===== config.mk =====
export PLATFORM = sky130hd
export DESIGN_NAME = st7735_spi_tx
export DESIGN_NICKNAME = d
export VERILOG_FILES = /design/src/rtl/st7735_pkg.sv /design/src/rtl/st7735_sck_tick.sv /design/src/rtl/st7735_spi_tx.sv
export SDC_FILE = /design/constraint.sdc
export NUM_CORES = 1
export LEC_CHECK = 0
export BUFFER_PORTS_ARGS = -buffer_cell sky130_fd_sc_hd__buf_4
export CORE_UTILIZATION = 57
export DETAILED_ROUTE_END_ITERATION = 8
export PLACE_DENSITY = 0.75
export SYNTH_ARGS = -nofsm -noshare
export SYNTH_HDL_FRONTEND = slang
export SYNTH_SLANG_ARGS = --single-unit
export TNS_END_PERCENT = 30

===== constraint.sdc =====
create_clock -name SYSTEM_CLK -period 2.13 [get_ports SYSTEM_CLK]
set_clock_uncertainty 0.15 [all_clocks]
set_input_delay 0.213 -clock SYSTEM_CLK [delete_from_list [all_inputs] [get_ports SYSTEM_CLK]]
set_output_delay 0.213 -clock SYSTEM_CLK [all_outputs]
set_load 0.1 [all_outputs]

===== src/rtl/st7735_pkg.sv =====
// Shared types and constants for the ST7735 byte-level SPI transmitter.
package st7735_pkg;

  typedef enum logic [2:0] {
    StIdle,
    StSetup,
    StLow,
    StHigh,
    StGap
  } state_e;

  localparam logic DC_CMD  = 1'b0;
  localparam logic DC_DATA = 1'b1;

  // Pin levels while no byte is framed (mode 3: SCK idles high).
  localparam logic CS_IDLE   = 1'b1;
  localparam logic SCK_IDLE  = 1'b1;
  localparam logic MOSI_IDLE = 1'b0;
  localparam logic DC_IDLE   = DC_DATA;

  // A phase of N cycles loads N-1 and advances when the counter reads zero.
  function automatic logic [7:0] phase_reload(input int cycles);
    return 8'(cycles - 1);
  endfunction

endpackage


===== src/rtl/st7735_sck_tick.sv =====
// Reloadable 8-bit half-period down-counter; expire marks the last cycle of a phase.
module st7735_sck_tick (
  input  logic       SYSTEM_CLK,
  input  logic       SYSTEM_RST,
  input  logic       load_i,
  input  logic [7:0] load_val_i,
  output logic       expire_o
);

  logic [7:0] cnt_q, cnt_d;

  always_comb begin
    cnt_d = cnt_q;
    if (load_i) begin
      cnt_d = load_val_i;
    end else if (cnt_q != 8'd0) begin
      cnt_d = cnt_q - 8'd1;
    end
  end

  always_ff @(posedge SYSTEM_CLK) begin
    if (SYSTEM_RST) begin
      cnt_q <= 8'd0;
    end else begin
      cnt_q <= cnt_d;
    end
  end

  assign expire_o = (cnt_q == 8'd0);

endmodule


===== src/rtl/st7735_spi_tx.sv =====
// ST7735 4-wire SPI byte transmitter (mode 3, MSB first) with a one-byte holding register.
// Define ST7735_CS_BURST_EN to keep CS low across back-to-back bytes.
module st7735_spi_tx
  import st7735_pkg::*;
#(
  parameter int CLOCK_SPEED_MHZ = 12,
  parameter int SCK_DIV         = 2,
  parameter int CS_GAP_CYCLES   = 2
) (
  input  logic       SYSTEM_CLK,
  input  logic       SYSTEM_RST,
  input  logic [7:0] tx_data,
  input  logic       tx_dc,
  input  logic       tx_valid,
  output logic       tx_ready,
  output logic       busy,
  output logic       CS,
  output logic       MOSI,
  output logic       DC,
  output logic       LCD_CLK
);

  if (CLOCK_SPEED_MHZ < 1 || SCK_DIV < 1 || SCK_DIV > 255 ||
      CS_GAP_CYCLES < 1 || CS_GAP_CYCLES > 255) begin : g_bad_cfg
    $error("st7735_spi_tx: illegal SCK_DIV/CS_GAP_CYCLES configuration");
  end

  localparam logic [7:0] SckReload = phase_reload(SCK_DIV);
  localparam logic [7:0] GapReload = phase_reload(CS_GAP_CYCLES);

  state_e     state_q, state_d;
  logic       hold_full_q, hold_full_d;
  logic [7:0] hold_data_q, hold_data_d;
  logic       hold_dc_q, hold_dc_d;
  logic [7:0] shift_q, shift_d;
  logic [2:0] bit_idx_q, bit_idx_d;
  logic       dc_q, dc_d;
  logic       cs_q, cs_d;
  logic       sck_q, sck_d;
  logic       mosi_q, mosi_d;
  logic       ready_en_q;
  logic       take, accept, framed, expire, tick_load;
  logic [7:0] tick_reload;

  st7735_sck_tick u_sck_tick (
    .SYSTEM_CLK (SYSTEM_CLK),
    .SYSTEM_RST (SYSTEM_RST),
    .load_i     (tick_load),
    .load_val_i (tick_reload),
    .expire_o   (expire)
  );

  assign tx_ready = ready_en_q && !hold_full_q;
  assign accept   = tx_valid && tx_ready;
  assign busy     = hold_full_q || (state_q != StIdle);

  always_comb begin
    state_d   = state_q;
    shift_d   = shift_q;
    bit_idx_d = bit_idx_q;
    dc_d      = dc_q;
    take      = 1'b0;
    unique case (state_q)
      StIdle: begin
        if (hold_full_q) begin
          take    = 1'b1;
          state_d = StSetup;
        end
      end
      StSetup: begin
        if (expire) begin
          state_d   = StLow;
          bit_idx_d = 3'd7;
        end
      end
      StLow: begin
        if (expire) state_d = StHigh;
      end
      StHigh: begin
        if (expire) begin
          if (bit_idx_q != 3'd0) begin
            bit_idx_d = bit_idx_q - 3'd1;
            shift_d   = {shift_q[6:0], 1'b0};
            state_d   = StLow;
`ifdef ST7735_CS_BURST_EN
          end else if (hold_full_q) begin
            take      = 1'b1;
            bit_idx_d = 3'd7;
            state_d   = StLow;
`endif
          end else begin
            state_d = StGap;
          end
        end
      end
      StGap: begin
        // Idle's pickup is folded in so a queued byte sees exactly the CS gap.
        if (expire) begin
          if (hold_full_q) begin
            take    = 1'b1;
            state_d = StSetup;
          end else begin
            state_d = StIdle;
          end
        end
      end
      default: state_d = StIdle;
    endcase
    if (take) begin
      shift_d = hold_data_q;
      dc_d    = hold_dc_q;
    end
  end

  always_comb begin
    hold_full_d = hold_full_q;
    hold_data_d = hold_data_q;
    hold_dc_d   = hold_dc_q;
    if (take) hold_full_d = 1'b0;
    if (accept) begin
      hold_full_d = 1'b1;
      hold_data_d = tx_data;
      hold_dc_d   = tx_dc;
    end
  end

  // Pins are registered from the next state so they change cleanly with it.
  always_comb begin
    framed      = (state_d == StSetup) || (state_d == StLow) || (state_d == StHigh);
    cs_d        = framed ? 1'b0 : CS_IDLE;
    sck_d       = (state_d == StLow) ? 1'b0 : SCK_IDLE;
    mosi_d      = framed ? shift_d[7] : MOSI_IDLE;
    tick_load   = (state_d != state_q);
    tick_reload = (state_d == StGap) ? GapReload : SckReload;
  end

  always_ff @(posedge SYSTEM_CLK) begin
    if (SYSTEM_RST) begin
      state_q     <= StIdle;
      hold_full_q <= 1'b0;
      hold_data_q <= 8'h00;
      hold_dc_q   <= DC_IDLE;
      shift_q     <= 8'h00;
      bit_idx_q   <= 3'd0;
      dc_q        <= DC_IDLE;
      cs_q        <= CS_IDLE;
      sck_q       <= SCK_IDLE;
      mosi_q      <= MOSI_IDLE;
      ready_en_q  <= 1'b0;
    end else begin
      state_q     <= state_d;
      hold_full_q <= hold_full_d;
      hold_data_q <= hold_data_d;
      hold_dc_q   <= hold_dc_d;
      shift_q     <= shift_d;
      bit_idx_q   <= bit_idx_d;
      dc_q        <= dc_d;
      cs_q        <= cs_d;
      sck_q       <= sck_d;
      mosi_q      <= mosi_d;
      ready_en_q  <= 1'b1;
    end
  end

  assign CS      = cs_q;
  assign MOSI    = mosi_q;
  assign DC      = dc_q;
  assign LCD_CLK = sck_q;

endmodule


# Word-level counts from Yosys, hierarchy flattened
# Index checks and enable logic that the tools add are counted.
# totals
mem_bits_ro	0
n_memories	0
latchBits	0
ramBits	0
output_inout_bits	6
ff_bits	37
inputBits	12
elab_cells	75
# op_classes
n_eq_ne	11
bitwise_logic	1
n_mul	0
reduce_logical	21
div	0
order_cmp	0
add_sub_neg	2
n_shift	0
mux	26
# op_table
operator	n
8-bit two-way mux	4
3-bit two-way mux	9
3-bit case mux with 5 select lines	1
3-bit by 2-bit equality test with 1-bit output (second input constant)	4
2-bit nonzero test	6
1-bit two-way mux	10
8-bit zero test	1
8-bit nonzero test	1
8-bit by 1-bit subtractor with 8-bit output (second input constant)	1
3-bit by 1-bit equality test with 1-bit output (second input constant)	2
2-bit != test (second input constant)	3
3-bit case mux with 2 select lines	1
3-bit nonzero test	2
4-bit AND reduction	1
2-bit OR reduction	2
3-bit equality test (second input constant)	1
3-bit zero test	1
1-bit logical OR	3
3-bit != test	1
3-bit AND reduction	1
3-bit by 1-bit subtractor with 3-bit output (second input constant)	1
1-bit logical AND	2
1-bit case mux with 2 select lines	1
1-bit zero test	1
1-bit NOT	1

# Longest topological paths before layout
# Gate-level depths: netlist of run 1.
# depth
ltp_word	9
mapped_depth	9
mapped_depth_nobuf	7

# Cells and area by module
# A second synthesis of run 1 with hierarchy kept.
# unflattened
cells_unflattened	192
area_unflattened_um2	1780.5
# modules_own_cells
module	n_inst	area_per_inst_um2	seq_area_each_um2	cells_per_inst
st7735_spi_tx	1	1305.0	580.6	139
st7735_sck_tick	1	475.5	160.2	53

# Worst setup path before layout of run 1
# OpenSTA, ideal clock, no wires.
# synth_timing
path_kind	reg-to-reg
start	register hold_full_q
end	register hold_data_q[1]
n_path_buf	1
stages_incl_launch_ff	5
t_arrival_ps	1807
required_time_ps	1909
period_less_slack_ps	2028
setup_time_ps	71
path_slack_ps	102
path_cell_list	dfxtp_1 -> nor2b_1 -> buf_1 -> nand3_1 -> a21oi_1
# synth_via
elab_chain_cells	3
# synth_rtl
element	line	rtl
from (decl)	st7735_spi_tx.sv:32	logic hold_full_q, hold_full_d;
from (signal assigned)	st7735_spi_tx.sv:152	hold_full_q <= hold_full_d;
1-bit zero test	st7735_spi_tx.sv:53	assign tx_ready = ready_en_q && !hold_full_q;
1-bit logical AND	st7735_spi_tx.sv:53	
net tx_ready	st7735_spi_tx.sv:15	output logic tx_ready,
1-bit logical AND	st7735_spi_tx.sv:54	assign accept = tx_valid && tx_ready;
to (signal assigned)	st7735_spi_tx.sv:153	hold_data_q <= hold_data_d;
to (decl)	st7735_spi_tx.sv:33	logic [7:0] hold_data_q, hold_data_d;
# The timed path passes the listed nets, and every way through them passes these cells.
# A chain may end at the register's enable or synchronous reset.

# Final worst setup path of run 1
# layout_timing
start	register state_q[0]
end	output port busy
# layout_via
elab_chain_cells	2
# layout_rtl
element	line	rtl
from (decl)	st7735_spi_tx.sv:31	state_e state_q, state_d;
from (signal assigned)	st7735_spi_tx.sv:139	state_q <= StIdle;
from (signal assigned)	st7735_spi_tx.sv:151	state_q <= state_d;
3-bit nonzero test	st7735_spi_tx.sv:55	assign busy = hold_full_q || (state_q != StIdle);
1-bit logical OR	st7735_spi_tx.sv:55	
to (decl)	st7735_spi_tx.sv:16	output logic busy,
# No other way between the ends.

==> results of run 1 <==
[flip-flops by register name (all words and copies together), names as in the netlist]
| register | flops |
|---|---|
| MOSI | 1 |
| hold_full_q | 1 |
| hold_data_q | 8 |
| u_sck_tick.cnt_q | 8 |
| hold_dc_q | 1 |
| state_q | 3 |
| shift_q | 8 |
| bit_idx_q | 3 |
| ready_en_q | 1 |
| DC | 1 |
| LCD_CLK | 1 |
| CS | 1 |
[worst max path at each step]
stage                              startpoint             end  depth (start not counted)
after floorplan                   hold_full_q  hold_data_q[1]                          4
after global placement    u_sck_tick.cnt_q[0]      shift_q[5]                          7
after detailed placement  u_sck_tick.cnt_q[0]      shift_q[2]                          7
after CTS                 u_sck_tick.cnt_q[0]      shift_q[2]                          7
after global routing      u_sck_tick.cnt_q[1]      shift_q[2]                          7
final                              state_q[0]            busy                          3
[cells in the mapped netlist (all sizes together), types with 2 or more instances]
cell type,number,share of area (%)
dfxtp,37,44
nor2,26,5.8
nand2,25,5.7
a21oi,18,5.3
nand3,16,5.5
a211oi,8,4.1
mux2i,8,4.7
buf,6,3.3
clkbuf,6,1.3
inv,6,1.3
ha,4,3.0
nand4,3,1.1
a311oi,2,1.4
a32oi,2,1.0
nor2b,2,0.74
nor4,2,1.6
o21ai,2,0.59
or3,2,0.74
xnor2,2,1.0
xor2,2,1.0
[report_power, final]
part           internal [mW]  switching (mW)  leakage [nW]
logic                  0.336           0.503         0.492
clock network          0.156           0.218        0.0314
registers              0.784          0.0842         0.303
[critical path, cell delays in order (launching register included)]
cell,delay (ps)
dfxtp_1,370
or2_0,350
or3_1,350
buf_4,240
[cell families after synthesis]
group | count (synthesis) | synth area share [%]
XOR/XNOR | 4 | 2.07
AND/OR/NAND/NOR | 83 | 24.2
flip-flops | 37 | 43.9
buffers and inverters | 18 | 6.00
AO/OA/AOI/OAI | 39 | 16.1
multiplexers | 8 | 4.74
adder cells (fa/ha/maj) | 4 | 2.96
[layout make-up]
cell class                      count  area, sq um  area share (%)
Sequential cell                    37          741            37.2
Multi-Input combinational cell    138          863            43.4
Timing Repair Buffer               33          270            13.6
Clock buffer                        7         55.1            2.77
Inverter                            6         22.5            1.13
Tap cell                           31         38.8            1.95
[metal layers]
| metal | GRT usage (%) | up-vias |
|---|---|---|
| li1 | - | 729 |
| met1 | 29.5 | 710 |
| met2 | 41.3 | 34 |
| met3 | 6.45 | 7 |
| met4 | 10.1 | 0 |
| met5 | 0 | - |
[what timing repair did]
item                                    4_1_cts  5_1_grt
hold buffers                                  9        0
setup buffers                                 0        1
hold endpoints to repair                      9        0
gates resized for setup                       1        4
endpoints found under the setup margin        6       10
pin swaps                                     0        0
[per-stage QoR]
step	utilization [%]	hold WS [ps]
global route	71.6	45.6
floorplan	-	210
global placement	65.5	298
finish	71.6	43.1
CTS	70.8	38.8
detailed placement	65.5	302
==> impl_metrics.yaml, run 1 <==
worst_setup_path:
  reg2reg_to: "shift_q[5]"
  crit_arrival_ps: 1640
  crit_required_ps: 1770
  regToRegStartpoint: "u_sck_tick.cnt_q[1]"
  crit_type: "flip-flop to output pin"
  rrSetupSlack_ps: 140
  reg2regPathDepth: 7
  cp-end-kind: "output pin"
  cp-start-kind: "flip-flop"
  path_max_fanout: 7
min_path:
  worstHoldStart: "tx_valid"
  hold_class: "primary input to flip-flop"
  min_path_cells: 3
  min_to: "hold_data_q[4]"
drt:
  met3WireLength_um: 140
  dr_wl_met2_mm: 1.75
  routed_wl_mm: 3.51
  drtIter0Drc: 52
  highest_layer: "met4"
  ant_nets: 0
  first_pass_iters: 5
  detail_route.wl_per_cell_um: 13.9
  drc: 0
  avgViaCountPerCell: 5.87
  met1_length_mm: 1.56
  vias: 1480
die:
  dieArea_sq_um: 3180
  core_sq_um: 2780
  die_x_um: 56.4
  rows: 19
  start_util_pct: 60.7
  io_pins: 18
  die_y_um: 56.4
synthesis:
  synth_seq_cells: 37
  synth_cells: 193
  yosysWarnings: 0
  synthFlopType: "dfxtp_1"
  ys_types: 41
  synth_fp_nets: 209
  synth-edff-count: 0
  async_reset_ff_share_pct: 0
  syn_area_sq_um: 1690
  synth.yosys.seq_area_share_pct: 43.9
  syn_area_per_cell_sq_um: 8.75
place:
  pre_cts_slack_ps: -67.6
  place_hpwl_mm: 2.46
  io_buffers: 17
  gp_congestion: 0.822
  place_inst: 235
  placed_area_sq_um: 1820
cells_and_area:
  fin_area_sq_um: 1990
  diodes: 0
  area_delta_synth_final_pct: 17.9
  most-common-layout-cells: "37 x dfxtp_1, 26 x nor2_1, 24 x nand2_1, 24 x buf_4, 18 x a21oi_1"
  final_layout_size_suffix_gt1_share_pct: 18.6
  mostFrequentLayoutCell: "dfxtp_1"
  nNetsFinal: 237
  final_cells: 252
  fillers: 242
grt:
  grt_usage_pct: 24.5
  antenna_found_initial: 0
  grt_pass1_vias: 1422
  grt_max_degree: 28
  grt_pass1_wl_mm: 6.09
  grt_overflow: 0
timing:
  final-max-slew-violation-count: 0
  slew_headroom_pct: 72.9
  timing.fmax_mhz: 498
  fin_crit_ps: 2010
  tightest_slew_ps: 404
  finalSetupTns_ps: 0
  timing.final.crit_share_pct: 94.2
  fin_ws_ps: 123
  hold_viol_final: 0
  finalSetupViolations: 0
clocking:
  root_buffer: "clkbuf_4"
  h-tree-depth: 2
  numCtsBuffers: 5
  clk_pin_slew_ps: 110
  cts_buffer_depth: 2
  clock-sinks: 37
  clk_latency_ps: 330
  cts_tree: "built"
status:
  status: "finished clean"
power_and_ir_drop:
  power_density_nw_per_um2: 1050
  power_mw: 2.08
  vdd_drop_max_v: 0.000907
  p_leak_nw: 0.826
flow_run:
  cap_violations: 0
Power figures use the tool's default switching activity.
==> run 2: changes to the inputs <==
==> constraint.sdc (replaced) <==
create_clock -name SYSTEM_CLK -period 2.13 [get_ports SYSTEM_CLK]
set_clock_uncertainty 0.15 [all_clocks]
set_input_delay 0.1065 -clock SYSTEM_CLK [delete_from_list [all_inputs] [get_ports SYSTEM_CLK]]
set_output_delay 0.1065 -clock SYSTEM_CLK [all_outputs]
set_load 0.1 [all_outputs]
==> impl_metrics.yaml, run 2 (synthesis results as in run 1) <==
die:
  rows: 19
  core_sq_um: 2780
  io_pins: 18
  dieArea_sq_um: 3180
  die_y_um: 56.4
  die_x_um: 56.4
  start_util_pct: 60.7
power_and_ir_drop:
  power_density_nw_per_um2: 1010
  p_seq_share_pct: 40.9
  p_leak_nw: 0.853
  combPwrFrac_pct: 41.1
  vdd_drop_max_v: 0.000933
  internal_power_mw: 1.30
  p_sw_mw: 0.826
  clkPwrFrac_pct: 18.0
  swShare_pct: 38.9
drt:
  vias: 1532
  avgViaCountPerCell: 5.83
  routed_wl_mm: 3.76
  drc: 0
  detail_route.wl_per_cell_um: 14.3
  drtIter0Drc: 49
  first_pass_iters: 4
  ant_nets: 0
clocking:
  cts_tree: "built"
  h-tree-depth: 2
  cts_buffer_depth: 2
  clk_pin_slew_ps: 110
  numCtsBuffers: 5
  clock-sinks: 37
  clk_latency_ps: 350
  root_buffer: "clkbuf_4"
place:
  io_buffers: 17
  placed_area_sq_um: 1820
  place_hpwl_mm: 2.45
  gp_congestion: 0.821
  pre_cts_slack_ps: -52.8
worst_setup_path:
  cp_num_cells: 7
  crit_arrival_ps: 2120
  cp_slowest_cell: "dfxtp_1"
  cp_top_family: "compound AO/OA/AOI/OAI gates"
  regToRegStartpoint: "u_sck_tick.cnt_q[0]"
  cp_slowest_stage_delay_ps: 350
  rrSetupSlack_ps: 130
  startpoint: "u_sck_tick.cnt_q[0]"
  path_max_fanout: 14
  crit_type: "flip-flop to flip-flop"
  cp-start-kind: "flip-flop"
  cp-end-kind: "flip-flop"
  reg2regPathDepth: 7
  crit_required_ps: 2250
  crit_chain: "inv_1 -> ha_1 -> nor3b_4 -> nand2_2 -> a21o_4 -> buf_4 -> a211oi_1"
  reg2reg_to: "shift_q[2]"
  cp-endpoint: "shift_q[2]"
  worst-path-buf-inv: 2
status:
  status: "finished clean"
timing:
  tightest_slew_ps: 417
  rsz0062_at_grt: "false"
  slew_headroom_pct: 72.0
  final-max-slew-violation-count: 0
  finalSetupViolations: 0
  fin_ws_ps: 125
  timing.final.crit_share_pct: 94.1
  hold_viol_final: 0
  fin_crit_ps: 2000
  timing.fmax_mhz: 499
grt:
  grt_pass1_wl_mm: 6.18
  grt_pass1_vias: 1451
  grt_max_degree: 28
  grt_usage_pct: 25.0
  grt_overflow: 0
  antenna_found_initial: 0
cells_and_area:
  most-common-layout-cells: "37 x dfxtp_1, 26 x nor2_1, 25 x buf_4"
  diodes: 0
  nNetsFinal: 248
  mostFrequentLayoutCell: "dfxtp_1"
  area_delta_synth_final_pct: 24.2
  final_layout_size_suffix_gt1_share_pct: 17.7
  top_regs: "hold_data_q: 8 flops, shift_q: 8 flops, u_sck_tick.cnt_q: 8 flops"
  fin_area_sq_um: 2100
  fillers: 203
min_path:
  worstHoldStart: "tx_valid"
  hold_class: "primary input to flip-flop"
flow_run:
  cap_violations: 0
## run 2: cell count changes in the layout (fill, tap and decap cells not counted), sizes merged
| cell | change |
|---|---|
| buf | +1 |
| dlygate4sd3 | +10 |
## run 2: power groups by stage
stage / clock network (mW) / registers [mW] / logic (mW)
floorplan: 0 / 0.911 / 0.611
global placement: 0 / 0.875 / 0.738
detailed placement: 0 / 0.881 / 0.775
CTS: 0.383 / 0.868 / 0.819
global route: 0.403 / 0.879 / 0.966
finish: 0.383 / 0.870 / 0.872
## run 2: worst min path at each step
stage	endpoint	cells after the start	slack, ps
after detailed placement	hold_dc_q	3	210
after global placement	hold_dc_q	3	200
final	hold_full_q	3	180
after CTS	hold_full_q	3	160
after global routing	hold_full_q	3	210
after floorplan	hold_dc_q	2	100
## run 2: final cells by class
cell class	instances	area (sq um)	share of cell area (%)
sequential	37	741	35.3
clock buffer	7	55.1	2.62
timing repair buffer	44	378	18.0
tap	31	38.8	1.85
inverter	6	22.5	1.07
multi-input combinational	138	863	41.1
## run 2: worst min-delay path: stages
cell,delay [ps]
buf_4,150
nand2_1,270
a21oi_1,110
## run 2: metrics by stage
stage | utilization, % | std cells | TNS, ps | power (mW) | hold slack [ps]
2_1_floorplan | - | 193 | 0 | 1.52 | 104
3_3_place_gp | 65.5 | 235 | 0 | 1.61 | 202
3_5_place_dp | 65.5 | 235 | -94.3 | 1.66 | 206
4_1_cts | 74.6 | 261 | 0 | 2.07 | 163
5_1_grt | 75.4 | 263 | 0 | 2.25 | 207
6_report | 75.4 | 263 | 0 | 2.12 | 184
## run 2: layer usage
layer | global-route usage, % | part of all wire (%)
met4 | 11.1 | 2.6
met2 | 41.3 | 49
met3 | 6.68 | 3.1
met5 | 0 | 0
met1 | 30.2 | 45
## run 2: timing repair
| action | 4_1_cts | 5_1_grt |
|---|---|---|
| pin swaps | 0 | 0 |
| cloned | 0 | 0 |
| endpoints found under the hold margin | 20 | 0 |
| setup endpoints to repair | 8 | 9 |
| resized for setup | 2 | 2 |
| hold buffers | 19 | 0 |
| setup buffers | 0 | 2 |
==> run 3: changes to the inputs <==
- ABC_AREA: not set -> 1
==> impl_metrics.yaml, run 3 <==
status:
  status: "finished with violations"
  violations: "design-rule violations"
grt:
  antenna_found_initial: 0
  grt_usage_pct: 25.3
  grt_overflow: 0
  grt_max_degree: 23
  grt_pass1_wl_mm: 6.43
  grt_pass1_vias: 1528
clocking:
  cts_buffer_depth: 2
  clk_pin_slew_ps: 100
  clk_latency_ps: 330
  numCtsBuffers: 5
  h-tree-depth: 2
  clock-sinks: 37
  cts_tree: "built"
  post_cts_buffers: 0
  root_buffer: "clkbuf_4"
synthesis:
  synth_area_leader_cell: "dfxtp_1"
  yosys.area_share.adder_pct: 2.86
  synth_xor_area_share_pct: 1.50
  yosysWarnings: 0
  syn_area_per_cell_sq_um: 7.62
  synth_compound_area_share_pct: 12.1
  ys_types: 28
  synth_cells: 230
  synthMuxAreaShare_pct: 0
  synth-edff-count: 0
  yosysMostFrequentCell: "nand2_1"
  synth_area_leaders: "dfxtp_1 42%, nand2_1 12%, nor2_1 4.9%"
  synth.yosys.seq_area_share_pct: 42.3
  synthFlopType: "dfxtp_1"
  syn_area_sq_um: 1750
  synth_fp_nets: 246
  async_reset_ff_share_pct: 0
  synth_top_area_share_pct: 42.3
  synth_top_family_by_area: "simple AND/OR/NAND/NOR gates"
  synthTopCellsByCount: "58 x nand2_1, 37 x dfxtp_1, 23 x nor2_1"
  yosys.area_share.simple_pct: 34.1
  synth_seq_cells: 37
worst_setup_path:
  reg2reg_to: "MOSI"
  cp-start-kind: "flip-flop"
  cp-end-kind: "flip-flop"
  regToRegStartpoint: "u_sck_tick.cnt_q[0]"
  rrSetupSlack_ps: 200
  crit_required_ps: 2190
  reg2regPathDepth: 10
  path_max_fanout: 11
  crit_type: "flip-flop to flip-flop"
  crit_arrival_ps: 1990
flow_run:
  cap_violations: 0
drt:
  avgViaCountPerCell: 5.43
  drc: 1
  routed_wl_mm: 3.72
  first_pass_iters: 6
  ant_nets: 0
  detail_route.wl_per_cell_um: 12.5
  drtIter0Drc: 101
  vias: 1618
place:
  gp_congestion: 0.839
  place_hpwl_mm: 2.34
  place_inst: 274
  io_buffers: 17
power_and_ir_drop:
  swShare_pct: 42.8
  clkPwrFrac_pct: 17.0
  p_seq_share_pct: 38.5
  p_leak_nw: 0.929
  combPwrFrac_pct: 44.5
  power_density_nw_per_um2: 1040
  power_mw: 2.21
  internal_power_mw: 1.26
  p_sw_mw: 0.946
  vdd_drop_max_v: 0.000577
cells_and_area:
  mostFrequentLayoutCell: "nand2_1"
  diodes: 0
  nNetsFinal: 283
  top_regs: "hold_data_q: 8 flops, shift_q: 8 flops, u_sck_tick.cnt_q: 8 flops"
  final_core_util_pct: 75.3
  area_delta_synth_final_pct: 21.6
  final_cells: 298
  most-common-layout-cells: "57 x nand2_1, 37 x dfxtp_1, 22 x nor2_1"
  final_layout_size_suffix_gt1_share_pct: 22.8
timing:
  fin_worst_hold_slack_ps: 73.2
  finalSetupTns_ps: 0
  fin_crit_ps: 1930
  timing.fmax_mhz: 518
  slew_headroom_pct: 73.0
  rsz0062_at_grt: "false"
  final-max-slew-violation-count: 0
  finalSetupViolations: 0
  timing.final.crit_share_pct: 90.6
  hold_viol_final: 0
  tightest_slew_ps: 400
min_path:
  min_path_cells: 4
  hold_class: "primary input to flip-flop"
  min_to: "hold_data_q[4]"
  worstHoldStart: "tx_valid"
die:
  rows: 19
  start_util_pct: 61.9
  die_x_um: 57.4
  core_sq_um: 2830
  die_y_um: 57.4
  dieArea_sq_um: 3300
  io_pins: 18
run 3: cell types whose count changed in the layout (fill, tap and decap cells not counted), moves of 6 or more:
cell and change:
nand2_1 +33, o21ai_0 +8, nand3_1 -6, inv_1 +13
mux2i_1 -8, buf_4 -8, a211oi_1 -6, nor2_2 +9
a31oi_1 +7
run 3: per-stage QoR:
stage | instance area (sq um) | worst slack, ps
final | 2130 | 199
after global routing | 2130 | 22.4
after CTS | 2120 | 113
after detailed placement | 1900 | 216
after global placement | 1900 | 303
after floorplan | 1750 | 193
run 3: cell type report:
class,instances,area (sq um)
fillers,205,699
well taps,31,38.8
inverters,26,106
repair buffers,34,298
flip-flops and latches,37,741
multi-input cells,163,891
clock buffers,7,55.1
run 3: how the worst max path moves through the flow:
stage / start / endpoint / cells after the start
finish: u_sck_tick.cnt_q[0] / MOSI / 10
global route: u_sck_tick.cnt_q[0] / u_sck_tick.cnt_q[1] / 10
CTS: hold_full_q / hold_data_q[2] / 6
detailed placement: u_sck_tick.cnt_q[0] / MOSI / 10
global placement: u_sck_tick.cnt_q[0] / MOSI / 10
floorplan: hold_full_q / hold_dc_q / 5
run 3: worst max-delay path, cell delays in order, from the launching register on:
cell,delay [ps]
dfxtp_1,330
inv_1,120
ha_1,180
nand2_1,90
nor2_4,300
nor2_1,150
nor2_2,160
and2_4,170
nor2_4,40
nor2_4,90
nor2_2,30
run 3: power by group through the flow:
stage               combinational, mW  clock [mW]  sequential, mW
floorplan                       0.719           0           0.942
global placement                0.910           0           0.859
detailed placement              0.944           0           0.864
CTS                             0.976       0.379           0.848
global route                     1.09       0.414           0.861
finish                          0.984       0.375           0.850
run 3: logic make-up after synthesis:
| kind of cell | Yosys count |
|---|---|
| flip-flops | 37 |
| AND/OR/NAND/NOR | 119 |
| AO/OA/AOI/OAI | 37 |
| XOR/XNOR | 3 |
| adder cells (fa/ha/maj) | 4 |
| buffers and inverters | 30 |
run 3: per-layer routing:
metal	global-route usage, %	up-vias	share of wire, %	routed length [um]
li1	-	809	-	-
met2	42.9	79	49	1810
met5	0	-	0	0
met3	5.90	10	8.6	319
met4	9.41	0	1.8	67
met1	31.2	720	41	1520
run 3: repair_timing:
item / in CTS / in global routing
gates resized for setup: 0 / 2
setup endpoints to repair: 0 / 7
hold buffers: 17 / 0
endpoints found under the hold margin: 18 / 0
